===== src/rtl/sw_debounce.sv =====
// Multi-channel switch debouncer: per-bit 2-flop synchronizer, tick-gated
// disagreement counter, and registered rise/fall/change pulses.
`timescale 1ns/1ps
module sw_debounce #(
  parameter int SW_WIDTH       = 4,
  parameter int CNT_WIDTH      = 14,
  parameter int DEBOUNCE_LIMIT = 10000,
  parameter int TICK_DIV       = 1
) (
  input  logic                clock,
  input  logic                i_reset,
  input  logic [SW_WIDTH-1:0] i_sw_raw,
  output logic [SW_WIDTH-1:0] o_sw,
  output logic [SW_WIDTH-1:0] o_sw_rise,
  output logic [SW_WIDTH-1:0] o_sw_fall,
  output logic                o_change
);

  localparam int TICK_W = (TICK_DIV > 1) ? $clog2(TICK_DIV) : 1;
  localparam logic [TICK_W-1:0]    TICK_LAST = TICK_W'(TICK_DIV - 1);
  localparam logic [CNT_WIDTH-1:0] CNT_LAST  = CNT_WIDTH'(DEBOUNCE_LIMIT - 1);

  logic [TICK_W-1:0]   tick_cnt_reg;
  logic [TICK_W-1:0]   tick_cnt_next;
  logic                tick;
  logic [SW_WIDTH-1:0] rise_next_vec;
  logic [SW_WIDTH-1:0] fall_next_vec;
  logic                change_reg;
  logic                change_next;

  // With TICK_DIV=1 the counter is stuck at 0 == TICK_LAST, so tick is constant 1.
  always_comb begin
    tick          = (tick_cnt_reg == TICK_LAST);
    tick_cnt_next = tick ? '0 : tick_cnt_reg + TICK_W'(1);
    change_next   = |(rise_next_vec | fall_next_vec);
  end

  always_ff @(posedge clock or posedge i_reset) begin
    if (i_reset) begin
      tick_cnt_reg <= '0;
      change_reg   <= 1'b0;
    end else begin
      tick_cnt_reg <= tick_cnt_next;
      change_reg   <= change_next;
    end
  end

  assign o_change = change_reg;

  genvar gi;
  generate
    for (gi = 0; gi < SW_WIDTH; gi++) begin : g_chan
      logic                 sync1_reg;
      logic                 sync2_reg;
      logic [CNT_WIDTH-1:0] cnt_reg;
      logic [CNT_WIDTH-1:0] cnt_next;
      logic                 sw_reg;
      logic                 sw_next;
      logic                 rise_reg;
      logic                 rise_next;
      logic                 fall_reg;
      logic                 fall_next;

      // Any tick where the synchronized level agrees discards the partial count.
      always_comb begin
        cnt_next  = cnt_reg;
        sw_next   = sw_reg;
        rise_next = 1'b0;
        fall_next = 1'b0;
        if (tick) begin
          if (sync2_reg != sw_reg) begin
            if (cnt_reg >= CNT_LAST) begin
              sw_next   = sync2_reg;
              cnt_next  = '0;
              rise_next = sync2_reg;
              fall_next = ~sync2_reg;
            end else begin
              cnt_next = cnt_reg + CNT_WIDTH'(1);
            end
          end else begin
            cnt_next = '0;
          end
        end
      end

      always_ff @(posedge clock or posedge i_reset) begin
        if (i_reset) begin
          sync1_reg <= 1'b0;
          sync2_reg <= 1'b0;
          cnt_reg   <= '0;
          sw_reg    <= 1'b0;
          rise_reg  <= 1'b0;
          fall_reg  <= 1'b0;
        end else begin
          sync1_reg <= i_sw_raw[gi];
          sync2_reg <= sync1_reg;
          cnt_reg   <= cnt_next;
          sw_reg    <= sw_next;
          rise_reg  <= rise_next;
          fall_reg  <= fall_next;
        end
      end

      assign rise_next_vec[gi] = rise_next;
      assign fall_next_vec[gi] = fall_next;
      assign o_sw[gi]          = sw_reg;
      assign o_sw_rise[gi]     = rise_reg;
      assign o_sw_fall[gi]     = fall_reg;
    end
  endgenerate

endmodule


===== config.mk =====
export PLATFORM = sky130hd
export DESIGN_NAME = sw_debounce
export DESIGN_NICKNAME = d
export VERILOG_FILES = /design/src/rtl/sw_debounce.sv
export SDC_FILE = /design/constraint.sdc
export NUM_CORES = 1
export LEC_CHECK = 0
export CAP_MARGIN = 10
export CORE_MARGIN = 2
export CORE_UTILIZATION = 35
export DETAILED_ROUTE_END_ITERATION = 12
export MAX_ROUTING_LAYER = met4
export PLACE_DENSITY = 0.51
export SLEW_MARGIN = 20
export SYNTH_ARGS = -nofsm -noshare
export SYNTH_HDL_FRONTEND = slang
export SYNTH_SLANG_ARGS = --single-unit

===== constraint.sdc =====
create_clock -name clock -period 7.9 [get_ports clock]
set_input_delay 2.37 -clock clock [delete_from_list [all_inputs] [get_ports clock]]
set_output_delay 2.37 -clock clock [all_outputs]
set_load 0.05 [all_outputs]

Yosys cells after proc, flatten, opt, wreduce, memory -nomap -nowiden

Cells that the tools add are included.

Output and inout port bits: 13
Bits in registers: 78
Word-level logic and storage cells: 83
Input bits: 6

Bitwise operators: 6
Reduce and logical (&&, ||, !) cells: 5
$lt $le $gt $ge: 4
Equal/unequal tests: 4
Add/subtract/negate cells: 5
Muxes and demuxes: 33

Operator list:

| kind                    | number |
|---|---|
| $mux W14                | 8 |
| $add A14 B1 Y14 const B | 4 |
| $ge A14 B14 Y1 const B  | 4 |
| $mux W1                 | 25 |
| $reduce_and A3 Y1       | 4 |
| $not A1 Y1              | 5 |
| $ne A1 B1 Y1            | 4 |
| $or A4 B4 Y4            | 1 |
| $reduce_or A4 Y1        | 1 |
| $add A1 B1 Y1 const B   | 1 |

Logic depth before layout (Yosys ltp)

Gate-level depths: netlist of run 1.

Depth after elaboration: 6
Mapped depth: 7
Mapped depth without buffers: 6

Worst setup path before layout of run 1

Ideal clock, no wire load.

Kind: flip-flop to output port
Start point: register change_reg (netlist: o_change)
End point: output o_change
Setup slack: 4.944 ns
Path buffers: 0
Arrival time: 0.586 ns
Cell stages (with the launch flop): 1
Required time: 5.530 ns
Path through: dfrtp_1

RTL lines:

| what                   | RTL line | text |
|---|---|---|
| from (decl)            | 28       | `logic change_reg;` |
| from (signal assigned) | 44       | `change_reg <= change_next;` |
| to (decl)              | 16       | `output logic o_change` |

No word-level cell between the ends.

Worst setup path after layout of run 1

Start point: register g_chan[3].sw_reg
End point: output o_sw[3]

RTL lines:

| what                   | RTL line | text |
|---|---|---|
| from (decl)            | 57       | `logic sw_reg;` |
| from (signal assigned) | 98       | `sw_reg <= sw_next;` |
| to (decl)              | 13       | `output logic [SW_WIDTH-1:0] o_sw,` |

No word-level cell between the ends.

==> run_results.csv, run 1 <==
group,metric,value,unit
run_status,outcome,"complete, no violations",
drt,drt-total-wl,5510,um
run,cap_violations,0,
power,power,0.000750,W
power,ir_drop,0.111,mV
placed_design,place_congestion,0.750,
worst_setup_path,crit_family,"buffers and inverters",
timing,relSlewSlack,0.363,
final_layout,seqCellArea,1930,um2
synth,postSynthCellCount,309,
drt,ant_nets,0,
die,core,9280,um2
clocking,cts.path.max_buffers,2,
clocking,cts_max_level,3,
final_layout,fillers,920,
drt,vias,2064,
clocking,clock_latency,340,ps
final_layout,multi_input_area,1310,um2
timing,grt_setup_unrepaired,"no",
final_layout,nets,333,
clocking,cts_setup_buffers,0,
timing,drv_slew,0,
clocking,root_buffer,"clkbuf_8",
worst_setup_path,worstSetupStartpointType,"register",
global_routing,grtUsageTotal,0.127,
drt,post_drt_wl_per_cell,12.1,um
timing,hold_violations,0,
power,power_frac_clock,0.424,
die,die_x,102,um
synth,yosysTopAreaCell,"dfrtp_1",
drt,avgViaCountPerCell,4.52,
die,die_h,102,um
clocking,cts.sink_count,77,
worst_setup_path,cp-end-kind,"output port",
synth,synthFlopType,"dfrtp_1",
synth,yosysUniqueCellTypes,31,
synth,syn_area,3370,um2
final_layout,synthToLayoutAreaGrowth,13.3,%
power,internal_power,0.000588,W
timing,worst_slew_pin_slew,956,ps
timing,fin_skew,10.2,ps
drt,drc_errors,0,
die,die_area,10400,um2
final_layout,largest_register_ffs,56,
power,seqPwrFrac,0.542,
clocking,cts-resized-gates,0,
power,p_per_area,196,nW/um2
global_routing,antenna_found_initial,0,
worst_setup_path,path_buf_inv,1,
power,power_frac_comb,0.035,
power,p_sw,0.000163,W
worst_setup_path,max_stage_delay,830,ps
global_routing,grt-ovfl-total,0,
clocking,holdBufCountCts,0,
worst_setup_path,ff2ff_setup_slack,5420,ps
die,io_pins,19,
die,num_rows,35,
timing,setup_viol,0,
final_layout,drive_gt1_frac,0.0762,
hold_path,hold_end,"g_chan[1].sync2_reg$_DFF_PP0_",
synth,avgSynthCellArea,10.9,um2
timing,max_freq,252,MHz
synth,synthArstFlopShare,1.00,
drt,firstDrtPassIters,4,
worst_setup_path,cp_data_arrival_time,1590,ps
worst_setup_path,crit_chain,"clkdlybuf4s50_1",
timing,fin_setup_tns,0,ps
power,p_leak,1.69,nW
synth,synth_area_leaders,"dfrtp_1, xnor2_1, nor2_1, xor2_1, buf_4",
worst_setup_path,critPathRequiredTime,5530,ps
worst_setup_path,reg2reg_from,"g_chan[3].cnt_reg[0]$_DFF_PP0_",
clocking,numCtsBuffers,9,
global_routing,grtUsageMet1,0.174,
hold_path,hold_start,"g_chan[1].sync1_reg$_DFF_PP0_",
synth,syn_nets,319,
final_layout,antennaDiodeCount,0,
hold_path,min_path_type,"reg2reg",
worst_setup_path,path_max_fanout,5,
synth,synth.yosys.seq_area_share,0.572,
timing,final.period_utilization,0.502,
clocking,clkSlewWorstSetupHoldPaths,80,ps
global_routing,grt_use_met3,0.0431,
global_routing,top_usage_layer,"met2",
global_routing,grt_pass1_wl,9960,um
drt,drt_iter0_drc,72,
worst_setup_path,reg2regPathDepth,6,
global_routing,met2_usage,0.181,
placed_design,place.detailed.hpwl,3610,um
hold_path,hold_depth,0,
worst_setup_path,cpMaxStageDelayCell,"clkdlybuf4s50_1",
synth,synth_edf_count,0,
worst_setup_path,path_class,"reg2out",
clocking,tritoncts,"built",
synth,ys_seq_elements,77,
die,initial_core_util,0.363,
synth,yosysWarningCount,0,
power,swShare,0.217,
synth,synth_top_area_share,0.572,
worst_setup_path,reg2reg_to,"g_chan[3].cnt_reg[2]$_DFF_PP0_",
timing,fin_crit,3960,ps
global_routing,grt_max_degree,78,
global_routing,grt_pass1_vias,2036,
placed_design,place.port_buffers,18,
power groups by stage:
| stage | clock [W] | sequential (W) | combinational (W) |
|---|---|---|---|
| 2_1_floorplan | 0 | 0.000413 | 0.0000199 |
| 3_3_place_gp | 0 | 0.000414 | 0.0000276 |
| 3_5_place_dp | 0 | 0.000414 | 0.0000274 |
| 4_1_cts | 0.000332 | 0.000406 | 0.0000275 |
| 5_1_grt | 0.000349 | 0.000408 | 0.0000314 |
| 6_report | 0.000318 | 0.000406 | 0.0000261 |
worst max path at each step:
stage / startpoint / end / slack [ps] / cells after the start
after detailed placement: i_reset / g_chan[0].cnt_reg[9]$_DFF_PP0_ / 4200 / 3
after global routing: g_chan[3].sw_reg$_DFFE_PP0P_ / o_sw[3] / 3860 / 1
after global placement: i_reset / g_chan[0].cnt_reg[9]$_DFF_PP0_ / 4180 / 3
final: g_chan[3].sw_reg$_DFFE_PP0P_ / o_sw[3] / 3940 / 1
after floorplan: i_reset / g_chan[0].cnt_reg[0]$_DFF_PP0_ / 3560 / 1
after CTS: g_chan[3].sw_reg$_DFFE_PP0P_ / o_sw[3] / 3910 / 1
logic make-up (layout without fill, tap and decap cells):
| family | count (synthesis) | in the layout | synth area share |
|---|---|---|---|
| buffers and inverters | 22 | 41 | 0.0412 |
| AOI/OAI and AO/OA | 14 | 14 | 0.0368 |
| muxes | 4 | 4 | 0.0134 |
| DFF | 77 | 77 | 0.572 |
| and+or+nand+nor | 140 | 140 | 0.197 |
| adders and majority gates | 4 | 4 | 0.0148 |
| xor gates and xnor gates | 48 | 48 | 0.125 |
through the flow:
stage	setup slack (ps)	hold WS (ps)	utilization	std cells	instance area, um2
after detailed placement	4200	336	0.388	441	3600
final	3940	355	0.411	457	3820
after floorplan	3560	331	-	309	3370
after global routing	3860	363	0.411	457	3820
after global placement	4180	339	0.388	441	3600
after CTS	3910	355	0.411	457	3820
cell type report:
class,count,share of cell area
Timing Repair Buffer,19,0.0491
Sequential cell,77,0.504
Clock buffer,10,0.0334
Inverter,6,0.00622
Clock inverter,6,0.0229
Tap cell,129,0.0423
Multi-Input combinational cell,210,0.342
layer usage:
layer | vias to the layer above | part of all wire
li1 | 1035 | -
met1 | 985 | 0.50
met2 | 37 | 0.44
met3 | 7 | 0.049
met4 | 0 | 0.011
met5 | - | 0
cell usage in the layout, fill, tap and decap left out, types with 2 or more instances in the layout:
master           count
dfrtp_1             77
nor2_1              65
xnor2_1             28
nand2_1             21
xor2_1              20
clkdlybuf4s50_1     18
nand3_1             14
and3_1              12
clkbuf_8             9
nor3b_1              8
inv_1                5
mux2_2               4
ha_1                 4
nor4_1               3
a21boi_0             3
o31ai_1              3
nand2b_1             3
nand4_1              3
nor3_1               3
a41oi_1              3
clkinv_2             3
and4_1               2
nor2b_1              2
and3_2               2
bufinv_16            2
clkinv_4             2
Yosys cell counts (3+ instances only):
master     n
and3_1    12
inv_1      6
a41oi_1    3
nor4_1     3
a21boi_0   3
xnor2_1   28
buf_2      3
buf_4     12
nand2b_1   3
nor3b_1    8
nand2_1   21
dfrtp_1   77
nor3_1     3
nand3_1   14
xor2_1    20
o31ai_1    3
mux2_2     4
ha_1       4
nor2_1    65
nand4_1    3
Power figures use the tool's default switching activity.
==> inputs of run 2 (changes only) <==
clock period = 3.8 ns   (was 7.9 ns; I/O delays follow)
==> run 2 against run 1 <==
First-iteration DRC count grew 28%. Global-route usage about the same. Design area is 0.88% higher. Clock power is 130% higher. Final cell count fell by 0.22%. Highest routed layer unchanged. Worst hold slack worse by 4.2 ps.
==> run_results.csv, run 2 (same netlist as run 1, synthesis figures left out) <==
group,metric,value,unit
worst_setup_path,path_max_fanout,5,
worst_setup_path,critPathRequiredTime,2660,ps
clocking,cts_max_level,3,
clocking,root_buffer,"clkbuf_8",
final_layout,synthToLayoutAreaGrowth,14.3,%
worst_setup_path,worstSetupStartpointType,"register",
timing,relSlewSlack,0.492,
placed_design,place.port_buffers,18,
worst_setup_path,cp-end-kind,"output port",
clocking,numCtsBuffers,9,
worst_setup_path,path_class,"reg2out",
die,core,9280,um2
die,die_area,10400,um2
drt,drt-total-wl,5520,um
power,ir_drop,0.222,mV
global_routing,grt-ovfl-total,0,
drt,ant_nets,0,
run_status,outcome,"complete, no violations",
clocking,cts.sink_count,77,
placed_design,place.detailed.hpwl,3690,um
power,p_leak,1.71,nW
final_layout,nets,333,
final_layout,layout_commonest_cell,"dfrtp_1",
drt,post_drt_wl_per_cell,12.1,um
drt,drt_iter0_drc,92,
clocking,cts_setup_buffers,0,
clocking,holdBufCountCts,0,
worst_setup_path,cp_data_arrival_time,1620,ps
die,io_pins,19,
drt,firstDrtPassIters,4,
global_routing,grt_max_degree,40,
clocking,clock_latency,360,ps
hold_path,min_path_type,"reg2reg",
timing,fin_skew,9.69,ps
global_routing,antenna_found_initial,0,
timing,fin_crit,2760,ps
global_routing,grtUsageTotal,0.127,
final_layout,antennaDiodeCount,0,
die,die_x,102,um
timing,drv_slew,0,
die,die_h,102,um
clocking,tritoncts,"built",
global_routing,grt_pass1_wl,9740,um
clocking,cts-resized-gates,0,
timing,hold_violations,0,
die,num_rows,35,
final_layout,layout_common_cells,"dfrtp_1, nor2_1, xnor2_1, nand2_1, xor2_1",
timing,fin_setup_tns,0,ps
power,p_per_area,424,nW/um2
power,power,0.00163,W
final_layout,multi_input_area,1310,um2
timing,setup_viol,0,
timing,worst_slew_pin_slew,756,ps
timing,final.period_utilization,0.727,
global_routing,grt_pass1_vias,2042,
die,initial_core_util,0.363,
drt,avgViaCountPerCell,4.50,
final_layout,drive_gt1_frac,0.0765,
run,cap_violations,0,
drt,drc_errors,0,
clocking,clkSlewWorstSetupHoldPaths,80,ps
drt,vias,2050,
timing,grt_setup_unrepaired,"no",
worst_setup_path,path_buf_inv,1,
final_layout,seqCellArea,1930,um2
placed_design,place_congestion,0.785,
clocking,cts.path.max_buffers,2,
worst_setup_path,crit_chain,"clkdlybuf4s50_1",
timing,max_freq,362,MHz
final_layout,largest_register_ffs,56,
timing,fin_ws,1040,ps
placed_design,post-place-ws,1420,ps
worst_setup_path,max_stage_delay,840,ps
final_layout,fillers,927,
worst_setup_path,crit_family,"buffers and inverters",
worst_setup_path,cpMaxStageDelayCell,"clkdlybuf4s50_1",
## run 2: per-layer routing
layer / GRT usage / routed length, um / vias to the layer above
met5: - / 0 / -
met3: 0.0410 / 222 / 12
met1: 0.163 / 2770 / 977
li1: - / - / 1036
met2: 0.182 / 2400 / 25
met4: 0.0585 / 123 / 0
## run 2: cell type report
type,instances,share of cell area
clock buffer,9,0.0321
clock inverter,6,0.0292
inverter,6,0.00617
multi-input combinational,210,0.339
sequential,77,0.500
tap,129,0.0419
timing repair buffer,19,0.0519
## run 2: where the power goes
group / internal (W) / total [W] / switching [W]
Combinational: 0.0000200 / 0.0000560 / 0.0000360
Clock: 0.000434 / 0.000734 / 0.000300
Sequential: 0.000833 / 0.000845 / 0.0000116
## run 2: metrics by stage
| stage | area [um2] | hold WS, ps | util | instances |
|---|---|---|---|---|
| final | 3850 | 350 | 0.415 | 456 |
| after global routing | 3850 | 362 | 0.415 | 456 |
| after CTS | 3850 | 351 | 0.415 | 456 |
| after detailed placement | 3620 | 335 | 0.390 | 441 |
| after global placement | 3620 | 334 | 0.390 | 441 |
| after floorplan | 3370 | 331 | - | 309 |
## run 2: path summary, 6_finish.rpt
check                                          startpoint                               to  slack [ps]  depth (start not counted)
hold / removal              g_chan[3].sync1_reg$_DFF_PP0_    g_chan[3].sync2_reg$_DFF_PP0_         350                          0
min in group asynchronous                         i_reset   g_chan[3].cnt_reg[8]$_DFF_PP0_        1200                          2
setup / recovery             g_chan[1].sw_reg$_DFFE_PP0P_                          o_sw[1]        1040                          1
max in group asynchronous                         i_reset    g_chan[0].sync1_reg$_DFF_PP0_        1980                          3
setup reg to reg           g_chan[1].cnt_reg[0]$_DFF_PP0_  g_chan[1].cnt_reg[10]$_DFF_PP0_        1540                          6
hold reg to reg             g_chan[3].sync1_reg$_DFF_PP0_    g_chan[3].sync2_reg$_DFF_PP0_         350                          0
==> inputs of run 3 (changes only) <==
PLACE_DENSITY = 0.53   (was 0.51)
clock period = 2.3 ns   (was 3.8 ns; I/O delays follow)
==> run 3 against run 2 <==
Combinational power rose by 74%. Design area rose by 1.2%. Sequential share of layout area fell by 0.61 points. Sequential cell count did not move. Critical endpoint is now o_change.
==> run_results.csv, run 3 (same netlist as run 1, synthesis figures left out) <==
group,metric,value,unit
final_layout,multi_input_area,1310,um2
timing,fin_setup_tns,0,ps
clocking,clkSlewWorstSetupHoldPaths,80,ps
hold_path,hold_end,"g_chan[2].sync2_reg$_DFF_PP0_",
clocking,numCtsBuffers,9,
worst_setup_path,crit_chain,"clkdlybuf4s50_1",
power,p_per_area,696,nW/um2
run,cap_violations,0,
worst_setup_path,max_stage_delay,810,ps
worst_setup_path,path_max_fanout,1,
final_layout,layout_commonest_cell,"dfrtp_1",
die,die_x,102,um
global_routing,grt_use_met3,0.0301,
worst_setup_path,path_class,"reg2out",
clocking,cts.sink_count,77,
timing,worst_slew_pin_slew,528,ps
worst_setup_path,cp_data_arrival_time,1490,ps
worst_setup_path,cp-end-kind,"output port",
die,core,9280,um2
global_routing,met2_usage,0.173,
global_routing,grtUsageTotal,0.124,
global_routing,antenna_found_initial,0,
timing,hold_violations,0,
timing,relSlewSlack,0.648,
timing,final.period_utilization,0.946,
final_layout,final_core_util,0.420,
die,initial_core_util,0.363,
worst_setup_path,reg2reg_from,"g_chan[0].cnt_reg[6]$_DFF_PP0_",
worst_setup_path,critPathRequiredTime,1610,ps
drt,post_drt_wl_per_cell,12.1,um
global_routing,top_usage_layer,"met2",
clocking,cts_setup_buffers,0,
final_layout,antennaDiodeCount,0,
final_layout,largest_register_ffs,56,
clocking,cts.path.max_buffers,2,
run_status,outcome,"complete, no violations",
power,p_leak,1.74,nW
placed_design,post-place-ws,360,ps
timing,fin_ws,124,ps
timing,setup_viol,0,
clocking,cts-resized-gates,2,
drt,vias,2043,
timing,max_freq,459,MHz
drt,drt_iter0_drc,71,
placed_design,place_congestion,0.735,
die,num_rows,35,
drt,ant_nets,0,
drt,drt-total-wl,5570,um
global_routing,grt-ovfl-total,0,
worst_setup_path,reg2reg_to,"g_chan[0].sw_reg$_DFFE_PP0P_",
worst_setup_path,path_buf_inv,1,
worst_setup_path,crit_family,"buffers and inverters",
final_layout,nets,338,
final_layout,drive_gt1_frac,0.0961,
worst_setup_path,worstSetupStartpointType,"register",
timing,drv_slew,0,
global_routing,grt_pass1_vias,2068,
power,ir_drop,0.279,mV
final_layout,synthToLayoutAreaGrowth,15.7,%
hold_path,min_path_type,"reg2reg",
drt,drc_errors,0,
timing,grt_setup_unrepaired,"no",
timing,fin_crit,2180,ps
die,die_area,10400,um2
clocking,tritoncts,"built",
die,die_h,102,um
clocking,clock_latency,350,ps
placed_design,place_inst,446,
final_layout,fillers,929,
worst_setup_path,ff2ff_setup_slack,360,ps
placed_design,place.port_buffers,18,
global_routing,grt_pass1_wl,9680,um
global_routing,grtUsageMet1,0.168,
clocking,root_buffer,"clkbuf_8",
hold_path,hold_start,"g_chan[2].sync1_reg$_DFF_PP0_",
clocking,holdBufCountCts,0,
timing,fin_skew,11.8,ps
drt,firstDrtPassIters,4,
worst_setup_path,cpMaxStageDelayCell,"clkdlybuf4s50_1",
clocking,cts_max_level,3,
hold_path,hold_depth,0,
final_layout,stdcell_count,462,
final_layout,layout_common_cells,"dfrtp_1, nor2_1, xnor2_1, nand2_1, xor2_1",
drt,avgViaCountPerCell,4.42,
placed_design,place.detailed.hpwl,3810,um
final_layout,seqCellArea,1930,um2
die,io_pins,19,
worst_setup_path,reg2regPathDepth,4,
global_routing,grt_max_degree,33,
[run 3: layout make-up]
cell class / count / share of cell area
clock inverters: 6 / 0.0285
inverters: 6 / 0.00674
well taps: 129 / 0.0414
multi-input cells: 210 / 0.335
clock buffers: 10 / 0.0327
repair buffers: 24 / 0.0622
flip-flops and latches: 77 / 0.494
[run 3: how the worst max path moves through the flow]
stage                                   startpoint                            to  slack, ps  depth (start not counted)
floorplan           g_chan[0].cnt_reg[6]$_DFF_PP0_  g_chan[0].sw_reg$_DFFE_PP0P_        430                          4
global placement    g_chan[0].cnt_reg[6]$_DFF_PP0_  g_chan[0].sw_reg$_DFFE_PP0P_        380                          4
detailed placement  g_chan[0].cnt_reg[6]$_DFF_PP0_  g_chan[0].sw_reg$_DFFE_PP0P_        360                          4
CTS                             o_change$_DFF_PP0_                      o_change        110                          1
global route          g_chan[3].fall_reg$_DFF_PP0_                  o_sw_fall[3]         80                          1
finish                          o_change$_DFF_PP0_                      o_change        120                          1
[run 3: stage by stage]
step,hold WS [ps],instance area (um2),total power (W)
detailed placement,336,3660,0.00153
CTS,355,3900,0.00276
floorplan,331,3370,0.00149
global placement,335,3660,0.00152
finish,353,3900,0.00272
global route,372,3900,0.00284
[run 3: power breakdown]
group	internal, W	total, W	switching (W)
Combinational	0.0000374	0.0000974	0.0000600
Clock	0.000721	0.00122	0.000502
Sequential	0.00138	0.00140	0.0000197
Total	0.00214	0.00272	0.000582
[run 3: layer usage]
| metal | wire (um) | up-vias |
|---|---|---|
| li1 | - | 1049 |
| met1 | 2940 | 962 |
| met2 | 2340 | 22 |
| met3 | 182 | 10 |
| met4 | 103 | 0 |
| met5 | 0 | - |
==> RTL edit 1: new RTL, flow settings as in run 2 <==
Reset style: synchronous (`i_reset`), changed in 2 clocked blocks.
--- a/src/rtl/sw_debounce.sv
+++ b/src/rtl/sw_debounce.sv
@@ -35,7 +35,7 @@
     change_next   = |(rise_next_vec | fall_next_vec);
   end
 
-  always_ff @(posedge clock or posedge i_reset) begin
+  always_ff @(posedge clock) begin
     if (i_reset) begin
       tick_cnt_reg <= '0;
       change_reg   <= 1'b0;
@@ -83,7 +83,7 @@
         end
       end
 
-      always_ff @(posedge clock or posedge i_reset) begin
+      always_ff @(posedge clock) begin
         if (i_reset) begin
           sync1_reg <= 1'b0;
           sync2_reg <= 1'b0;
Behaviour: same outputs for any inputs over 10 cycles, from zero or initial values and one cycle with i_reset high; that may be too few to reach the edited logic, so the function may still have changed.
==> RTL edit 1 against run 2 <==
Maximum frequency grew 2.2%; setup slack gained 0.060 ns; wire length grew 35%; die area grew 7.7%; cell area grew 6.5%; total power shrank 4.9%; area after synthesis grew 8.0%; first-iteration DRC count shrank 2.2%; sequential cell count grew 1; combinational power shrank 12%; critical endpoint is now o_sw[0].
==> RTL edit 1: results (changes against run 2) <==
Arrival @ worst endpoint = 1.56 ns (was 1.62 ns)
R2R depth = 5 (was 6)
Multi-input gate area = 1880 µm² (was 1310 µm²)
Fmax = 0.370 GHz (was 0.362 GHz)
Register area = 1560 µm² (was 1930 µm²)
Worst hold path depth = 1 (was 0)
Count of cell types in the netlist = 54 (was 31)
Worst hold start = g_chan[0].sync1_reg (was g_chan[3].sync1_reg)
Maximum fanout along the worst path = 3 (was 5)
HPWL after DPL = 5120 µm (was 3690 µm)
Sequential share of power = 53.4% (was 51.7%)
Multi-input gates = 307 (was 210)
Min Hold Slack = 0.442 ns (was 0.350 ns)
DP Area = 3890 µm² (was 3620 µm²)
Gr usage total = 14.6% (was 12.7%)
Status = completed (unchanged)
Wire per inst = 13.0 µm (was 12.1 µm)
Hold Path Sink = g_chan[0].sync2_reg (was g_chan[3].sync2_reg)
Register-to-register setup slack = 1.79 ns (was 1.54 ns)
NetSw = 0.000343 W (was 0.000348 W)
Largest net degree at the start of global routing = 26 (was 40)
Post-Syn Nets = 435 (was 319)
Global-route wire length before repair = 12,900 µm (was 9740 µm)
Worst vdd ir = 199 µV (was 222 µV)
Power Total = 0.00155 W (was 0.00163 W)
Post-synthesis cell count = 425 (was 309)
Worst setup path endpoint = o_sw[0] (was o_sw[1])
Vias in the first global route = 2,717 (was 2,042)
Non-CTS buffers = 26 (was 19)
Post-CTS setup buffers = 0 (unchanged)
Filler cells = 1,028 (was 927)
Inverters = 11 (was 6)
Layout cells sized above 1 = 8.47% (was 7.65%)
Leakage = 1.43 nW (was 1.71 nW)
Pre-CTS WS = 0.615 ns (was 1.42 ns)
Slew headroom = 56.9% (was 49.2%)
Routed WL = 7430 µm (was 5520 µm)
# Taps = 136 (was 129)
Crit. Startpoint = g_chan[0].sw_reg (was g_chan[1].sw_reg)
Fin nets = 443 (was 333)
Clk_skew = 0.00797 ns (was 0.00969 ns)
Commonest cells post-synth = 78 x dfxtp_1, 38 x nand2_1, 30 x nor2_1, 28 x nand3_1, 27 x o21ai_0 (was 77 x dfrtp_1, 65 x nor2_1, 28 x xnor2_1, 21 x nand2_1, 20 x xor2_1)
Layout clock area frac = 5.12% (was 6.14%)
R2r startpoint = g_chan[3].cnt_reg[4] (was g_chan[1].cnt_reg[0])
Inst Count DP = 558 (was 441)
GP Congestion = 0.785 (about the same)
Clk_lat worst skew = 0.34 ns (was 0.36 ns)
Async set-reset flop share out of synthesis = 0% (was 100%)
Vias = 2,964 (was 2,050)
Final instance area = 4100 µm² (was 3850 µm²)
Buffer share of cell area = 5.86% (was 5.19%)
Initial DRC count = 90 (was 92)
Comb pwr share = 3.2% (was 3.4%)
Port buffer count = 18 (unchanged)
[RTL edit 1: changes by cell type after synthesis, sizes merged, moves of 12 or more]
cell,before,now
a31oi,1,20
dfxtp,0,78
xnor2,28,7
o21ai,0,28
nor2,65,31
nand3,14,28
a21oi,0,22
dfrtp,77,0
nand2,21,38
xor2,20,8
[RTL edit 1: kinds of logic (layout without fill, tap and decap cells)]
group / count (synthesis) / after routing / share of synthesized area (%)
buf+inv: 40 / 52 / 5.70
mux: 10 / 10 / 2.75
compound gates: 107 / 107 / 19.1
simple gates: 170 / 170 / 24.5
other cells: 1 / 1 / 0.103
xor+xnor: 15 / 15 / 3.61
flops: 78 / 78 / 42.9
fa+ha+maj: 4 / 4 / 1.37
[RTL edit 1: per-layer routing]
| layer | vias up | track usage, % | share of wire, % |
|---|---|---|---|
| met3 | 13 | 3.74 | 3.8 |
| met2 | 45 | 20.6 | 42 |
| met5 | - | - | 0 |
| met1 | 1362 | 19.9 | 52 |
| met4 | 0 | 5.55 | 1.7 |
| li1 | 1544 | - | - |
==> RTL edit 2: new RTL, config.mk and constraints of run 2 <==
Made on the original files. Set the parameter `CNT_WIDTH` to 28 (it was 14).
--- a/src/rtl/sw_debounce.sv
+++ b/src/rtl/sw_debounce.sv
@@ -3,7 +3,7 @@
 `timescale 1ns/1ps
 module sw_debounce #(
   parameter int SW_WIDTH       = 4,
-  parameter int CNT_WIDTH      = 14,
+  parameter int CNT_WIDTH      = 28,
   parameter int DEBOUNCE_LIMIT = 10000,
   parameter int TICK_DIV       = 1
 ) (
Formal check against the unedited RTL: no difference found for any inputs over 10 cycles, from zero or initial values and one cycle with i_reset high; that may be too few to reach the edited logic, so the function may still have changed.
==> RTL edit 2 against run 2 <==
Cell area grew 61%; total power is 99% higher; register-to-register slack about the same; area after synthesis up 50%; sequential power rose by 75%; critical path type unchanged; largest power group is now clock; wire length increased by 48%; non-clock buffer count grew 1; sequential cell count increased by 56; setup slack worse by 0.087 ns; first-iteration DRC count rose by 100%.
==> RTL edit 2: results (changes against run 2) <==
Tcrit/Tclk final = 75.0% (was 72.7%)
Largest net degree at the start of global routing = 67 (was 40)
TritonCTS Buffers = 17 (was 9)
Min Hold Slack = 0.346 ns (was 0.350 ns)
Fin nets = 505 (was 333)
Comb pwr share = 3.2% (was 3.4%)
HPWL after DPL = 5430 µm (was 3690 µm)
Multi-input gates = 310 (was 210)
Worst-path clk slew = 0.05 ns (was 0.08 ns)
R2R Path End = g_chan[2].cnt_reg[13] (was g_chan[1].cnt_reg[10])
Ys flop type = dfrtp_1 (unchanged)
Cell internal pwr = 0.00261 W (was 0.00129 W)
GP Congestion = 0.764 (was 0.785)
Synth top area cells = dfrtp_1 66%, xnor2_1 7.3%, nor2_1 4.8% (was dfrtp_1 57%, xnor2_1 7.3%, nor2_1 7.2%)
Status = completed (unchanged)
Fraction of area in multi-input gates = 28.5% (was 33.9%)
R2r startpoint = g_chan[2].cnt_reg[6] (was g_chan[1].cnt_reg[0])
R2R depth = 4 (was 6)
Hold Path Sink = g_chan[1].sync2_reg (was g_chan[3].sync2_reg)
Commonest cells post-synth = 133 x dfrtp_1, 65 x nor2_1, 42 x xnor2_1, 24 x nor4_1, 22 x nand3_1 (was 77 x dfrtp_1, 65 x nor2_1, 28 x xnor2_1, 21 x nand2_1, 20 x xor2_1)
Layout clock area frac = 10.0% (was 6.14%)
Inverters = 13 (was 6)
Gr usage total = 12.4% (was 12.7%)
Initial DRC count = 184 (was 92)
Clkbuf count = 24 (was 9)
Initial antenna violation count = 0 (unchanged)
Worst hold start = g_chan[1].sync1_reg (was g_chan[3].sync1_reg)
Leakage = 2.59 nW (was 1.71 nW)
Routed WL = 8140 µm (was 5520 µm)
Sequential share of power = 45.3% (was 51.7%)
Layout cells sized above 1 = 7.68% (was 7.65%)
Buffer share of cell area = 3.54% (was 5.19%)
Pre-CTS WS = 1.39 ns (was 1.42 ns)
Arrival @ worst endpoint = 1.71 ns (was 1.62 ns)
Sequential area share after synthesis = 65.8% (was 57.2%)
Num sequential = 133 (was 77)
H-tree levels = 4 (was 3)
Clk_lat worst skew = 0.41 ns (was 0.36 ns)
Vias in the first global route = 3,128 (was 2,042)
Non-CTS buffers = 20 (was 19)
Register area = 3330 µm² (was 1930 µm²)
Clk_skew = 0.00466 ns (was 0.00969 ns)
Maximum fanout along the worst path = 6 (was 5)
RTL edit 2: logic make-up after synthesis:
group           after synthesis  synth area share, %
other cells                   1               0.0741
compound gates               17                 2.40
fa+ha+maj                     4                0.989
buf+inv                      30                 3.34
xor+xnor                     52                 9.00
flops                       133                 65.8
mux                           4                0.890
simple gates                177                 17.5
RTL edit 2: stage by stage:
stage,power (W),utilization (%),cells,instance area [µm²]
finish,0.00326,44.4,688,6220
global route,0.00339,44.4,688,6220
CTS,0.00331,44.4,688,6220
detailed placement,0.00161,40.0,656,5600
global placement,0.00161,40.0,656,5600
floorplan,0.00157,-,473,5270
RTL edit 2: layer usage:
metal,GRT usage [%],routed length [µm],share of wire [%]
met1,15.9,3990,49
met3,3.49,224,2.8
met4,6.15,174,2.1
met2,17.9,3750,46
met5,-,0,0
